`src/rtl/popcount_accum.sv`:
```
// popcount_accum: two-stage streaming population counter.
// Stage 1 compresses each accepted beat to its ones count and tags it with
// the effective mode and last flag. Stage 2 either presents the count
// directly (per-beat mode) or adds it into a saturating accumulator and
// presents the packet total on the last beat (accumulate mode).
// The whole pipeline stalls while a presented result is not taken.
module popcount_accum #(
    parameter int N     = 16,
    parameter int ACC_W = 8
) (
    input  logic             clk,
    input  logic             rst,
    input  logic             in_valid,
    output logic             in_ready,
    input  logic [N-1:0]     in_data,
    input  logic             in_last,
    input  logic             mode,
    output logic             out_valid,
    input  logic             out_ready,
    output logic [ACC_W-1:0] out_count,
    output logic             out_sat
);

    localparam int CNT_W = $clog2(N + 1);

    // Ones count of a beat; the loop unrolls into an adder/compressor tree.
    function automatic logic [CNT_W-1:0] popcount(input logic [N-1:0] bits);
        logic [CNT_W-1:0] sum;
        sum = {CNT_W{1'b0}};
        for (int i = 0; i < N; i++) begin
            sum = sum + CNT_W'(bits[i]);
        end
        return sum;
    endfunction

    // Stage 1 state
    logic             s1_valid_r;
    logic [CNT_W-1:0] s1_cnt_r;
    logic             s1_mode_r;
    logic             s1_last_r;
    // Set while an accumulate-mode packet has started but not yet seen its last beat
    logic             pkt_open_r;

    // Stage 2 state
    logic [ACC_W-1:0] acc_r;
    logic             acc_sat_r;
    logic             out_valid_r;
    logic [ACC_W-1:0] out_count_r;
    logic             out_sat_r;

    // Combinational helpers
    logic             stall_s;
    logic             fire_s;
    logic             eff_mode_s;
    logic [ACC_W:0]   sum_wide_s;
    logic             sat_s;
    logic [ACC_W-1:0] next_acc_s;

    assign stall_s   = out_valid_r & ~out_ready;
    assign in_ready  = ~stall_s;
    assign fire_s    = in_valid & ~stall_s;
    assign out_valid = out_valid_r;
    assign out_count = out_count_r;
    assign out_sat   = out_sat_r;

    // Mode is taken from the input only on the first beat of a packet;
    // inside an open packet it is forced to accumulate.
    assign eff_mode_s = pkt_open_r | mode;

    // Saturating add of the stage-1 count into the running packet sum.
    always_comb begin
        sum_wide_s = {1'b0, acc_r} + (ACC_W + 1)'(s1_cnt_r);
        sat_s      = acc_sat_r | sum_wide_s[ACC_W];
        if (sat_s) begin
            next_acc_s = {ACC_W{1'b1}};
        end else begin
            next_acc_s = sum_wide_s[ACC_W-1:0];
        end
    end

    // Stage 1: capture the compressed count, tags and packet-open tracking.
    always_ff @(posedge clk or posedge rst) begin
        if (rst) begin
            s1_valid_r <= 1'b0;
            s1_cnt_r   <= {CNT_W{1'b0}};
            s1_mode_r  <= 1'b0;
            s1_last_r  <= 1'b0;
            pkt_open_r <= 1'b0;
        end else if (!stall_s) begin
            s1_valid_r <= fire_s;
            if (fire_s) begin
                s1_cnt_r   <= popcount(in_data);
                s1_mode_r  <= eff_mode_s;
                s1_last_r  <= in_last;
                pkt_open_r <= eff_mode_s & ~in_last;
            end else begin
                s1_cnt_r   <= s1_cnt_r;
                s1_mode_r  <= s1_mode_r;
                s1_last_r  <= s1_last_r;
                pkt_open_r <= pkt_open_r;
            end
        end else begin
            s1_valid_r <= s1_valid_r;
            s1_cnt_r   <= s1_cnt_r;
            s1_mode_r  <= s1_mode_r;
            s1_last_r  <= s1_last_r;
            pkt_open_r <= pkt_open_r;
        end
    end

    // Stage 2: accumulator and registered result with saturation flag.
    always_ff @(posedge clk or posedge rst) begin
        if (rst) begin
            acc_r       <= {ACC_W{1'b0}};
            acc_sat_r   <= 1'b0;
            out_valid_r <= 1'b0;
            out_count_r <= {ACC_W{1'b0}};
            out_sat_r   <= 1'b0;
        end else if (!stall_s) begin
            if (s1_valid_r && !s1_mode_r) begin
                // Per-beat result, accumulator untouched
                out_valid_r <= 1'b1;
                out_count_r <= ACC_W'(s1_cnt_r);
                out_sat_r   <= 1'b0;
            end else if (s1_valid_r && s1_last_r) begin
                // Packet closes: present total and restart from zero
                out_valid_r <= 1'b1;
                out_count_r <= next_acc_s;
                out_sat_r   <= sat_s;
                acc_r       <= {ACC_W{1'b0}};
                acc_sat_r   <= 1'b0;
            end else if (s1_valid_r) begin
                // Mid-packet beat: accumulate silently
                out_valid_r <= 1'b0;
                acc_r       <= next_acc_s;
                acc_sat_r   <= sat_s;
            end else begin
                out_valid_r <= 1'b0;
            end
        end else begin
            out_valid_r <= out_valid_r;
            out_count_r <= out_count_r;
            out_sat_r   <= out_sat_r;
            acc_r       <= acc_r;
            acc_sat_r   <= acc_sat_r;
        end
    end

endmodule

```
`config.mk`:
```
export PLATFORM = sky130hd
export DESIGN_NAME = popcount_accum
export DESIGN_NICKNAME = d
export VERILOG_FILES = /design/src/rtl/popcount_accum.sv
export SDC_FILE = /design/constraint.sdc
export NUM_CORES = 1
export LEC_CHECK = 0
export ABC_AREA = 1
export BUFFER_PORTS_ARGS = -buffer_cell sky130_fd_sc_hd__buf_4
export CAP_MARGIN = 25
export CORE_ASPECT_RATIO = 0.8
export CORE_MARGIN = 3
export CORE_UTILIZATION = 47
export CTS_BUF_LIST = sky130_fd_sc_hd__clkbuf_16
export CTS_CLUSTER_SIZE = 16
export DETAILED_ROUTE_END_ITERATION = 7
export GPL_TIMING_DRIVEN = 0
export PLACE_DENSITY = 0.69
export SLEW_MARGIN = 40
export SYNTH_ARGS = -nofsm -noshare
export SYNTH_HDL_FRONTEND = slang
export SYNTH_SLANG_ARGS = --single-unit
```
`constraint.sdc`:
```
create_clock -name clk -period 4.45 [get_ports clk]
set_input_delay 0 -clock clk [delete_from_list [all_inputs] [get_ports clk]]
set_output_delay 0 -clock clk [all_outputs]
set_load 0.02 [all_outputs]
```
* After elaboration in Yosys (flattened, before gate mapping)
Index checks and enable logic that the tools add are counted.
Widths: inputs -> output; s select.
** Storage, ports and cells
- ROM bits :: 0
- Bits in latches :: 0
- Bits in writable memories :: 0
- Input port bits :: 22
- Memories kept :: 0
- Flip-flop bits (word level) :: 28
** Operators by class
- Bitwise operators :: 9
- Multiply operators :: 0
- Add/sub/neg operators :: 16
- Shifts and indexed selects :: 0
- Div/mod/pow operators :: 0
- Muxes and demuxes :: 11
- Reduce and logical (&&, ||, !) cells :: 8
- Equality and inequality tests :: 0
- Order comparisons :: 0
** Operators by type and width (number)
- $add 5x1->5 :: 11
- $mux 8 :: 5
- $add 8x5->9 :: 1
- $mux 1 :: 6
- $add 4x1->5 :: 1
- $add 3x1->4 :: 1
- $not 1->1 :: 4
- $reduce_and 2->1 :: 2
- $reduce_bool 2->1 :: 2
- $add 2x1->3 :: 1
- $and 1x1->1 :: 3
- $reduce_and 3->1 :: 1
- $add 1x1->2 :: 1
- $logic_and 1x1->1 :: 2
- $or 1x1->1 :: 2
- $logic_not 1->1 :: 1

* Depth between registers and ports, before layout
- Depth in word-level cells :: 15
- Gate-level depth with buffers :: 14

* Worst setup path before layout
No wires, ideal clock.
- Kind :: input to register
- Start point :: input port in_data[0]
- End point :: register s1_cnt_r[4]
- Arrival :: 2.875 ns
- Setup slack :: 1.492 ns
- Stages :: 12
- Required time :: 4.367 ns
- Buffers on the path :: 0
- Setup time :: 0.083 ns
- Cell sequence :: inv_1 -> fa_1 -> fa_1 -> fa_1 -> fa_1 -> inv_1 -> ha_1 -> inv_1 -> fa_1 -> o21ai_0 -> nand3_1 -> o21ai_0
** Between the ends
- Word-level cells in the longest chain between the ends :: 15
** Ends and longest elaborated chain
- start: declaration :: RTL line 15 : input logic [N-1:0] in_data,
- $add 1x1->2 :: RTL line 31 : sum = sum + CNT_W'(bits[i]);
- $add 2x1->3 :: RTL line 31
- $add 3x1->4 :: RTL line 31
- $add 4x1->5 :: RTL line 31
- $add 5x1->5 (11 in series) :: RTL line 31
- end signal: assignment :: RTL line 85 : s1_cnt_r <= {CNT_W{1'b0}};
- end signal: assignment :: RTL line 92 : s1_cnt_r <= popcount(in_data);
- end signal: assignment :: RTL line 97 : s1_cnt_r <= s1_cnt_r;
- end: declaration :: RTL line 38 : logic [CNT_W-1:0] s1_cnt_r;
No other way between the ends.
A chain may end at the register's enable or synchronous reset.

* Worst setup path in the final report
Ends and elaborated chain as after synthesis.

==> flow_summary.toml <==
[floorplanning]
io_pins = 33
initial_core_util = 0.497
coreArea_mm2 = 0.00388
dieHeight_um = 63.3
num_rows = 20
die_x_um = 77.6
die_area_mm2 = 0.00491

[layout]
fill_cells = 355
final_cell_mix = "nand2_1, inv_1, buf_4"
multiInputGateArea_mm2 = 0.00100
finalNonFillerCells = 341
seqCellArea_um2 = 701
layout-drive-gt1-share = 0.171
diodes = 0
syn_to_final_growth_pct = 21.0
fin_nets = 331
layout_commonest_cell = "nand2_1"

[synth]
ys_seq_area_frac = 0.364
yosys_warnings = 0
syn_nets = 292
ys_ff_latch = 28
synthCells = 249
synthTopCellsByArea = "dfrtp_1, nand2_1, fa_1, inv_1, ha_1"
yosysTopAreaCellShare = 0.364
yosysTopAreaCell = "dfrtp_1"
synth_area_per_cell_um2 = 7.74
ys_types = 28
syn_area_mm2 = 0.00193

[critical_path]
crit_family = "adder cells"
path_class = "input port to flop"
critPathLaunch = "in_data[0]"
cp.depth = 13
reg2reg_from = "s1_cnt_r[0]"
crit_path_max_incr_delay_ns = 0.57
path_buf_inv = 4
crit_path_end_kind = "flop"
slowest_stage = "fa_1"
timing.critical_path.arrival_ns = 3.18
crit_required_ns = 4.63
reg2reg_slack_ns = 2.51
cp_max_fo = 2
ff2ff_path_depth = 12
start_kind = "input port"
path_cells = "buf_4 -> inv_1 -> fa_1 -> fa_1 -> fa_1 -> fa_1 -> inv_1 -> ha_1 -> inv_1 -> fa_1 -> o21ai_0 -> nand3_1 -> o21ai_0"
critPathMostFrequentCell = "fa_1"

[timing]
layout_setup_ws_ns = 1.45
setup_viol_count_final = 0
fin_crit_sh = 0.675
tns_ns = 0
finalMaxSlewViolations = 0
tightest_slew_ns = 0.564
skew_ns = 0.00211
slew_headroom = 0.623
period_minus_slack_ns = 3.00
hold_viol_final = 0
rsz0062_at_grt = "false"
fmax_ghz = 0.333

[global_routing]
overflow = 0
grt_pass1_vias = 1572
grt-busiest-layer = "met1"
met1_usage = 0.276
grtUsageTotal = 0.180
use_met2 = 0.262
grt_pass1_wl_um = 7020
grt_max_degree = 29
antenna_found_initial = 0
grtUsageMet3 = 0.0314

[route]
drt_iter0_drc = 90
route.detailed.drc = 0
dr.pass1.iters = 4
ant_nets = 0
wl_per_cell_um = 11.4
drt_wl_total_um = 3890
routed_via_density = 4.70
dr_total_vias = 1603

[clocking]
post-cts-setup-buffers = 0
cts_tree = "built"
clockBufferDepth = 2
clock_latency_ns = 0.26
htree_levels = 1
cts_root_buf = "clkbuf_16"
path_clk_slew_ns = 0.06
cts-resized-gates = 0
ctsHoldBuffers = 2
cts.sinks = 28
cts-buffers-inserted = 3

[place]
dpl_worst_slack_ns = 1.16
hpwl_um = 3200
dp_cells = 336
place_congestion = 0.820
portBuffers = 32

[run]
max_cap_violations = 0

[pwr]
irDropWorstVdd_v = 0.000357
power.density_mw_per_mm2 = 616
leakagePower_nw = 1.33
power.total_mw = 1.44

[worst_hold_path]
min_from = "mode"
hold_depth = 3
hold_class = "input port to flop"

[outcome]
outcome = "complete, no violations"
tightest hold or removal path, delay by kind of cell:
family          cells  cell delay [ns]
compound gates      1             0.15
buf+inv             1             0.07
simple gates        1             0.04
power by group:
group | switching, mW | leakage (nW) | internal [mW] | total (mW)
logic | 0.491 | 0.936 | 0.317 | 0.808
registers | 0.0782 | 0.358 | 0.355 | 0.433
clock network | 0.0762 | 0.0370 | 0.119 | 0.195
final timing paths:
path / to
setup / recovery: s1_cnt_r[4]
hold / removal: s1_mode_r
setup reg to reg: out_count[5]
hold reg to reg: out_count[6]
max in group asynchronous: s1_cnt_r[1]
min in group asynchronous: out_count[5]
final cells by class:
type | instances | area share
Buffer | 2 | 0.00537
Timing Repair Buffer | 34 | 0.112
Clock buffer | 3 | 0.0322
Inverter | 55 | 0.0896
Tap cell | 55 | 0.0295
Multi-Input combinational cell | 164 | 0.431
Sequential cell | 28 | 0.301
stage by stage:
stage	utilization	instance area [µm²]	hold WS, ns
floorplan	-	1930	0.0654
detailed placement	0.576	2240	0.0958
global placement	0.576	2240	0.208
global route	0.601	2330	0.0985
CTS	0.601	2330	0.0372
finish	0.601	2330	0.0422
per-layer routing:
layer | vias up | wire, µm
met2 | 26 | 1660
met3 | 4 | 142
met4 | 0 | 26
li1 | 831 | -
met1 | 742 | 2060
met5 | - | 0
synthesized netlist by cell type:
cell and count:
nand2_2 1, nor2_2 1, nand3b_1 1, nor2_1 15, buf_2 1, buf_4 1, o21ai_1 3, a21oi_1 7
xor2_1 2, nor3_4 1, ha_1 10, nor2_8 1, or2_0 1, inv_2 3, o211ai_1 1, nand4_1 1
dfrtp_1 28, o31ai_1 1, o211ai_2 1, fa_1 11, inv_1 51, o22ai_1 1, a21oi_2 1, nand3_1 15
nand2_1 80, inv_4 1, o21ai_0 8, o21ai_2 1
kinds of logic after synthesis:
group / count (synthesis) / synth area share
buffers and inverters: 57 / 0.115
AO/OA/AOI/OAI: 24 / 0.0734
AND/OR/NAND/NOR: 117 / 0.260
XOR/XNOR: 2 / 0.00909
adder cells (fa/ha/maj): 21 / 0.179
flip-flops: 28 / 0.364
Power figures use the tool's default switching activity.
